File: src/rtl/ex_mem_stage.sv
// ex_mem_stage: EX->MEM pipeline register with 2-entry skid buffer and BEQ/BNE redirect.
// Ports:
//   clk, rst_n                 clock, asynchronous active-low reset
//   in_valid/in_ready          EX-side handshake (in_ready registered, = !skid valid)
//   alu_out, alu_zero          ALU result and zero flag
//   store_data, target_pc, rd  store value, branch target, destination register
//   ctl                        {reg_write, mem_read, mem_write, mem_to_reg, branch, branch_ne}
//   flush                      synchronous kill of buffered and incoming entries
//   out_valid/out_ready        MEM-side handshake
//   out_alu/out_store/out_rd/out_ctl  head entry fields
//   redirect, redirect_pc      one-cycle taken-branch pulse and its target
// Optional (EX_MEM_FWD_EN): fwd_rs1, fwd_rs2 -> fwd_hit_a, fwd_hit_b, fwd_data
module ex_mem_stage #(
    parameter int DATA_W     = 32,
    parameter int REG_ADDR_W = 5
) (
    input  logic                  clk,
    input  logic                  rst_n,
    input  logic                  in_valid,
    output logic                  in_ready,
    input  logic [DATA_W-1:0]     alu_out,
    input  logic                  alu_zero,
    input  logic [DATA_W-1:0]     store_data,
    input  logic [DATA_W-1:0]     target_pc,
    input  logic [REG_ADDR_W-1:0] rd,
    input  logic [5:0]            ctl,
    input  logic                  flush,
    output logic                  out_valid,
    input  logic                  out_ready,
    output logic [DATA_W-1:0]     out_alu,
    output logic [DATA_W-1:0]     out_store,
    output logic [REG_ADDR_W-1:0] out_rd,
    output logic [5:0]            out_ctl,
    output logic                  redirect,
    output logic [DATA_W-1:0]     redirect_pc
`ifdef EX_MEM_FWD_EN
    ,
    input  logic [REG_ADDR_W-1:0] fwd_rs1,
    input  logic [REG_ADDR_W-1:0] fwd_rs2,
    output logic                  fwd_hit_a,
    output logic                  fwd_hit_b,
    output logic [DATA_W-1:0]     fwd_data
`endif
);
    localparam int EW = 6 + REG_ADDR_W + 2 * DATA_W;
    logic [EW-1:0] head, skid, cap;
    logic          head_v, skid_v, acc, dlv, take;
    // Writes to x0 are dropped at capture so MEM/WB never see them.
    assign cap       = {ctl[5] && (rd != '0), ctl[4:0], rd, store_data, alu_out};
    assign in_ready  = !skid_v;
    assign out_valid = head_v;
    assign acc       = in_valid && in_ready;
    assign dlv       = head_v && out_ready;
    assign take      = acc && !flush && ctl[1] && (alu_zero ^ ctl[0]);
    assign {out_ctl, out_rd, out_store, out_alu} = head;
    // in_ready == !skid_v, so an accept never coincides with a full skid;
    // when the head frees up the skid (if any) is always the older entry.
    always_ff @(posedge clk or negedge rst_n) begin
        if (!rst_n) begin
            head        <= '0;
            skid        <= '0;
            head_v      <= 1'b0;
            skid_v      <= 1'b0;
            redirect    <= 1'b0;
            redirect_pc <= '0;
        end else begin
            redirect <= take;
            if (take) redirect_pc <= target_pc;
            if (flush) begin
                head_v <= 1'b0;
                skid_v <= 1'b0;
            end else if (!head_v || dlv) begin
                head_v <= skid_v || acc;
                if (skid_v) head <= skid;
                else if (acc) head <= cap;
                skid_v <= 1'b0;
            end else if (acc) begin
                skid   <= cap;
                skid_v <= 1'b1;
            end
        end
    end
`ifdef EX_MEM_FWD_EN
    // Loads (mem_to_reg) are not forwardable from this stage.
    assign fwd_hit_a = !flush && head_v && out_ctl[5] && !out_ctl[2] && (fwd_rs1 == out_rd);
    assign fwd_hit_b = !flush && head_v && out_ctl[5] && !out_ctl[2] && (fwd_rs2 == out_rd);
    assign fwd_data  = out_alu;
`endif
endmodule
File: config.mk
export PLATFORM = sky130hd
export DESIGN_NAME = ex_mem_stage
export DESIGN_NICKNAME = d
export VERILOG_FILES = /design/src/rtl/ex_mem_stage.sv
export SDC_FILE = /design/constraint.sdc
export NUM_CORES = 1
export LEC_CHECK = 0
export CAP_MARGIN = 40
export CORE_MARGIN = 2
export CORE_UTILIZATION = 52
export CTS_CLUSTER_DIAMETER = 60
export CTS_CLUSTER_SIZE = 16
export DETAILED_ROUTE_END_ITERATION = 6
export PLACE_DENSITY = 0.86
export SKIP_LAST_GASP = 1
export SLEW_MARGIN = 20
export SYNTH_ARGS = -nofsm -noshare
export SYNTH_HDL_FRONTEND = slang
export SYNTH_SLANG_ARGS = --single-unit
File: constraint.sdc
create_clock -name clk -period 3.3 [get_ports clk]
set_input_delay 0.66 -clock clk [delete_from_list [all_inputs] [get_ports clk]]
set_output_delay 0.66 -clock clk [all_outputs]
set_load 0.05 [all_outputs]
### Word level (Yosys, flattened, before mapping)

Index checks and enable logic that the tools add are counted.

| word-level totals | value |
|---|---|
| register bits after elaboration | 185 |
| latch bits | 0 |
| RAM bits | 0 |
| bits in read-only memories | 0 |
| bits of input ports | 113 |
| output and inout port bits | 110 |
| word-level logic and storage cells | 33 |
| memories | 0 |

| operators by class | value |
|---|---|
| add/subtract/negate cells | 0 |
| $mul | 0 |
| div/mod/pow operators | 0 |
| $lt $le $gt $ge | 0 |
| equality and inequality tests | 0 |
| shift operators | 0 |
| mux-type cells | 7 |
| bitwise logic cells | 3 |
| reductions and logical operators | 17 |

Operators with widths:

| cell | count |
|---|---|
| $mux W75 | 2 |
| $logic_and A1 B1 Y1 | 6 |
| $reduce_and A3 Y1 | 2 |
| $mux W1 | 5 |
| $reduce_bool A5 Y1 | 1 |
| $reduce_bool A2 Y1 | 2 |
| $logic_not A1 Y1 | 3 |
| $reduce_bool A3 Y1 | 1 |
| $logic_or A1 B1 Y1 | 2 |
| $not A1 Y1 | 2 |
| $xor A1 B1 Y1 | 1 |

### Depth between registers and ports, before layout

| depth | value |
|---|---|
| word-level depth | 5 |
| mapped depth | 6 |
| mapped depth without buffers | 3 |

### Worst setup path before layout

Ideal clock, no wire load.

| timing | value |
|---|---|
| kind | register to register |
| from | register head_v (netlist: out_valid) |
| to | register head[25] |
| library setup time | 0.125 ns |
| data arrival time | 1.751 ns |
| data required time | 3.175 ns |
| setup slack | 1.424 ns |
| cell stages (with the launch flop) | 6 |
| path buffers | 2 |
| period minus slack after synthesis | 1.876 ns |
| path through | dfrtp_1 -> nor2b_1 -> nor3_1 -> buf_2 -> buf_4 -> mux2_2 |

| between the ends | value |
|---|---|
| word-level cells in the longest chain between the ends | 3 |
| elaborated cells between the ends (all ways) | 4 |
| those cells by class | reduce/logical (4) |

Ends and longest elaborated chain:

| what | line | RTL |
|---|---|---|
| start, declared | 47 | `logic head_v, skid_v, acc, dlv, take;` |
| start signal, assigned | 73 | `head_v <= skid_v \|\| acc;` |
| $logic_not A1 Y1 / $logic_and A1 B1 Y1 (equally long branches) | 72, 53 |  |
| $logic_or A1 B1 Y1 * | 72 | `end else if (!head_v \|\| dlv) begin` |
| $reduce_and A3 Y1 (no line) * | n/a |  |
| end signal, assigned | 74 | `if (skid_v) head <= skid;` |
| end signal, assigned | 75 | `else if (acc) head <= cap;` |
| end, declared | 46 | `logic [EW-1:0] head, skid, cap;` |

Every way passes the cells marked *; elsewhere a longest branch is shown, timed or not.
A chain may end at the register's enable or synchronous reset.

### Final worst setup path

| timing | value |
|---|---|
| from | register skid_v |
| to | output in_ready |

| between the ends | value |
|---|---|
| word-level cells in the longest chain between the ends | 1 |

Ends and longest elaborated chain:

| what | line | RTL |
|---|---|---|
| start, declared | 47 |  |
| start signal, assigned | 63 | `skid_v <= 1'b0;` |
| start signal, assigned | 71 | `skid_v <= 1'b0;` |
| start signal, assigned | 76 | `skid_v <= 1'b0;` |
| $logic_not A1 Y1 | 50 | `assign in_ready = !skid_v;` |
| end, declared | 20 | `output logic in_ready,` |

No other way between the ends.

==> key figures <==
Status
  – Status: finished clean

Yosys
  – Synthesized cell area: 7790 um^2
  – Yosys warns: 0
  – Synth Area per Inst: approximately 16 um^2
  – Syn Inst Count: approximately 490
  – Top cells by area, synth: dfrtp_1 59%, mux2_2 37%, buf_2 0.96%
  – Post-synth ARST share: 100%
  – Post-synth top area cell: dfrtp_1
  – Post-synth top flop: dfrtp_1
  – Post-synth EDFFs: 0
  – Post-synth top cells: 254 x mux2_2, 185 x dfrtp_1, 15 x buf_2
  – Top cell type's share of synthesized area: 59.4%
  – Seq cells post-synth: 185
  – Most frequent cell after synthesis: mux2_2
  – Synthesized Nets: roughly 600
  – Post-synthesis sequential area ratio: 59.4%
  – Post-synthesis cell type count: 22

Critical path
  – CP max-delay cell: clkdlybuf4s50_1
  – Worst path max stage delay: 0.83 ns
  – Req. time, crit path: 2.64 ns
  – CP Launch Point: skid_v$_DFFE_PN0P_
  – CP Cell Sequence: inv_1 -> clkdlybuf4s50_1
  – Worst setup EP type: output pin
  – CP arrival: 2.00 ns
  – FF-to-FF setup slack: 1.12 ns
  – Worst Setup Start Kind: register
  – CP Class: register to output pin
  – Reg2Reg Launch Point: skid_v$_DFFE_PN0P_
  – Max FO, Critical Path: 21

Timing
  – Max transition margin: 45.7%
  – RSZ-0062 raised after global routing: false
  – Final worst-path cycle share: 80.5%
  – Worst Skew: 0.00790 ns
  – Highest clock rate: between 0.3 and 0.4 GHz
  – Final setup TNS: 0 ns
  – Least-Margin Pin Slew: 0.815 ns
  – Final min period: 2.66 ns
  – Hold_ws: 0.155 ns
  – Slew Limit Fails: 0
  – Setup violations, final: 0
  – Final Hold Vio Count: 0

Die
  – Chip height: 126 um
  – Die W: between 100 and 150 um
  – Core area: 14600 um^2
  – Initial Utilization: 53.4%
  – Die area: 16000 um^2
  – IO Count: around 220
  – FP Rows: 44

Clock network
  – Hold buffers post-CTS: 0
  – Reg clk slew, reported paths: 0.07 ns
  – Max Buffers Root-to-Sink: 2
  – Cts bufs inserted: 17
  – TritonCTS clock tree: yes
  – Max H-tree Level: 4
  – CTS Sinks: 185
  – Post-CTS sizing: 0
  – Root buffer cell: clkbuf_16
  – Clk Latency, worst-skew pair: between 0.4 and 0.5 ns
  – Setup bufs post-CTS: 0

Global route
  – Largest net degree at the start of global routing: 76
  – Total track usage: 21.8%
  – Total congestion overflow: 0
  – First-pass GRT wire length: 27700 um
  – Initial antenna violation count: 0
  – Vias in the first global route: 5452

Cells and area
  – Cell area after layout: around 11000 um^2
  – Layout Cells excl Fill: around 910
  – Fillers: 914
  – ANT cells: 0
  – Layout cells sized above 1: 41.3%
  – Area growth, synth to finish: 38.4%
  – Layout net count: 821

Routing
  – # DRC: 0
  – First DRT Iteration DRCs: 210
  – Routed wire length: between 15000 and 20000 um
  – Via/cell ratio: 5.31
  – DRT Pass-1 Iters: 4
  – Via count: 4809
  – Post-DRT Antenna Nets: 0
  – Drt wl/cell: between 15 and 20 um

Power
  – Pleak: 4.53 nW
  – Worst vdd rail ir drop: 0.000534 V
  – Cell Pwr Density: 703 nW/um^2

Placed design
  – Placed inst area: 10200 um^2
  – GP Congestion: 0.807
  – Dpl hpwl: around 12000 um
  – IO buf count: 222
  – DP Cell Count: 873

Run
  – Max cap viols: 0

Worst hold path
  – HP Class: primary input to asynchronous set/reset pin
## through the flow
step	power, W	setup slack [ns]	util, %
detailed placement	0.00555	0.869	69.7
CTS	0.00765	0.621	73.9
global placement	0.00545	0.877	69.7
floorplan	0.00459	1.42	-
finish	0.00759	0.643	73.9
global route	0.00789	0.568	73.9
## critical path, delay by kind of cell (launching register included)
kind / cells / cell delay (ns)
buffers and inverters: 2 / 0.95
DFF: 1 / 0.61
## layout by cell type (no fill, tap or decap), types with 2 or more instances in the layout
| master | instances |
|---|---|
| dfrtp_1 | 184 |
| inv_6 | 2 |
| buf_12 | 3 |
| clkinv_4 | 2 |
| clkdlybuf4s50_1 | 221 |
| clkinv_2 | 2 |
| clkbuf_16 | 17 |
| clkinvlp_4 | 5 |
| mux2_2 | 254 |
| buf_4 | 4 |
| inv_1 | 4 |
| bufinv_16 | 3 |
## area by class of cell
cell class	count	area [um^2]	share of cell area (%)
flip-flops and latches	185	4630	43.0
multi-input cells	271	2980	27.7
repair buffers	229	2310	21.4
clock buffers	18	439	4.07
well taps	184	230	2.13
clock inverters	14	173	1.60
inverters	4	15.0	0.139
## flip-flops by register name (all words and copies together) (netlist names)
signal and flops:
redirect_pc 32, skid_v 1, head 75, skid 75, out_valid 1, redirect 1
## kinds of logic (layout without fill, tap and decap cells)
logic type	after synthesis	count (layout)	synth area share (%)
compound gates	5	5	0.417
xor+xnor	1	1	0.112
mux	255	255	36.8
buf+inv	32	265	2.50
flops	185	185	59.4
simple gates	10	10	0.754
## layer usage
| layer | global-route usage, % | up-vias | part of all wire [%] |
|---|---|---|---|
| met3 | 5.99 | 26 | 6.0 |
| met4 | 8.73 | 0 | 2.4 |
| met1 | 26.4 | 2440 | 40 |
| met2 | 37.1 | 145 | 51 |
| met5 | 0 | - | 0 |
| li1 | - | 2198 | - |
## power by group
group,switching [W],internal (W)
Clock,0.000868,0.00122
Combinational,0.00142,0.00103
Sequential,0.000275,0.00278
Total,0.00256,0.00502
## path summary, 6_finish.rpt
check                                  endpoint  cells after the start
max in group asynchronous  head[33]$_DFFE_PN0P_                      2
setup / recovery                       in_ready                      2
hold / removal             skid[56]$_DFFE_PN0P_                      1
min in group clk           skid[38]$_DFFE_PN0P_                      1
hold reg to reg            skid[38]$_DFFE_PN0P_                      1
setup reg to reg           head[18]$_DFFE_PN0P_                      3
Note: power is estimated with default switching activity, not from simulation.
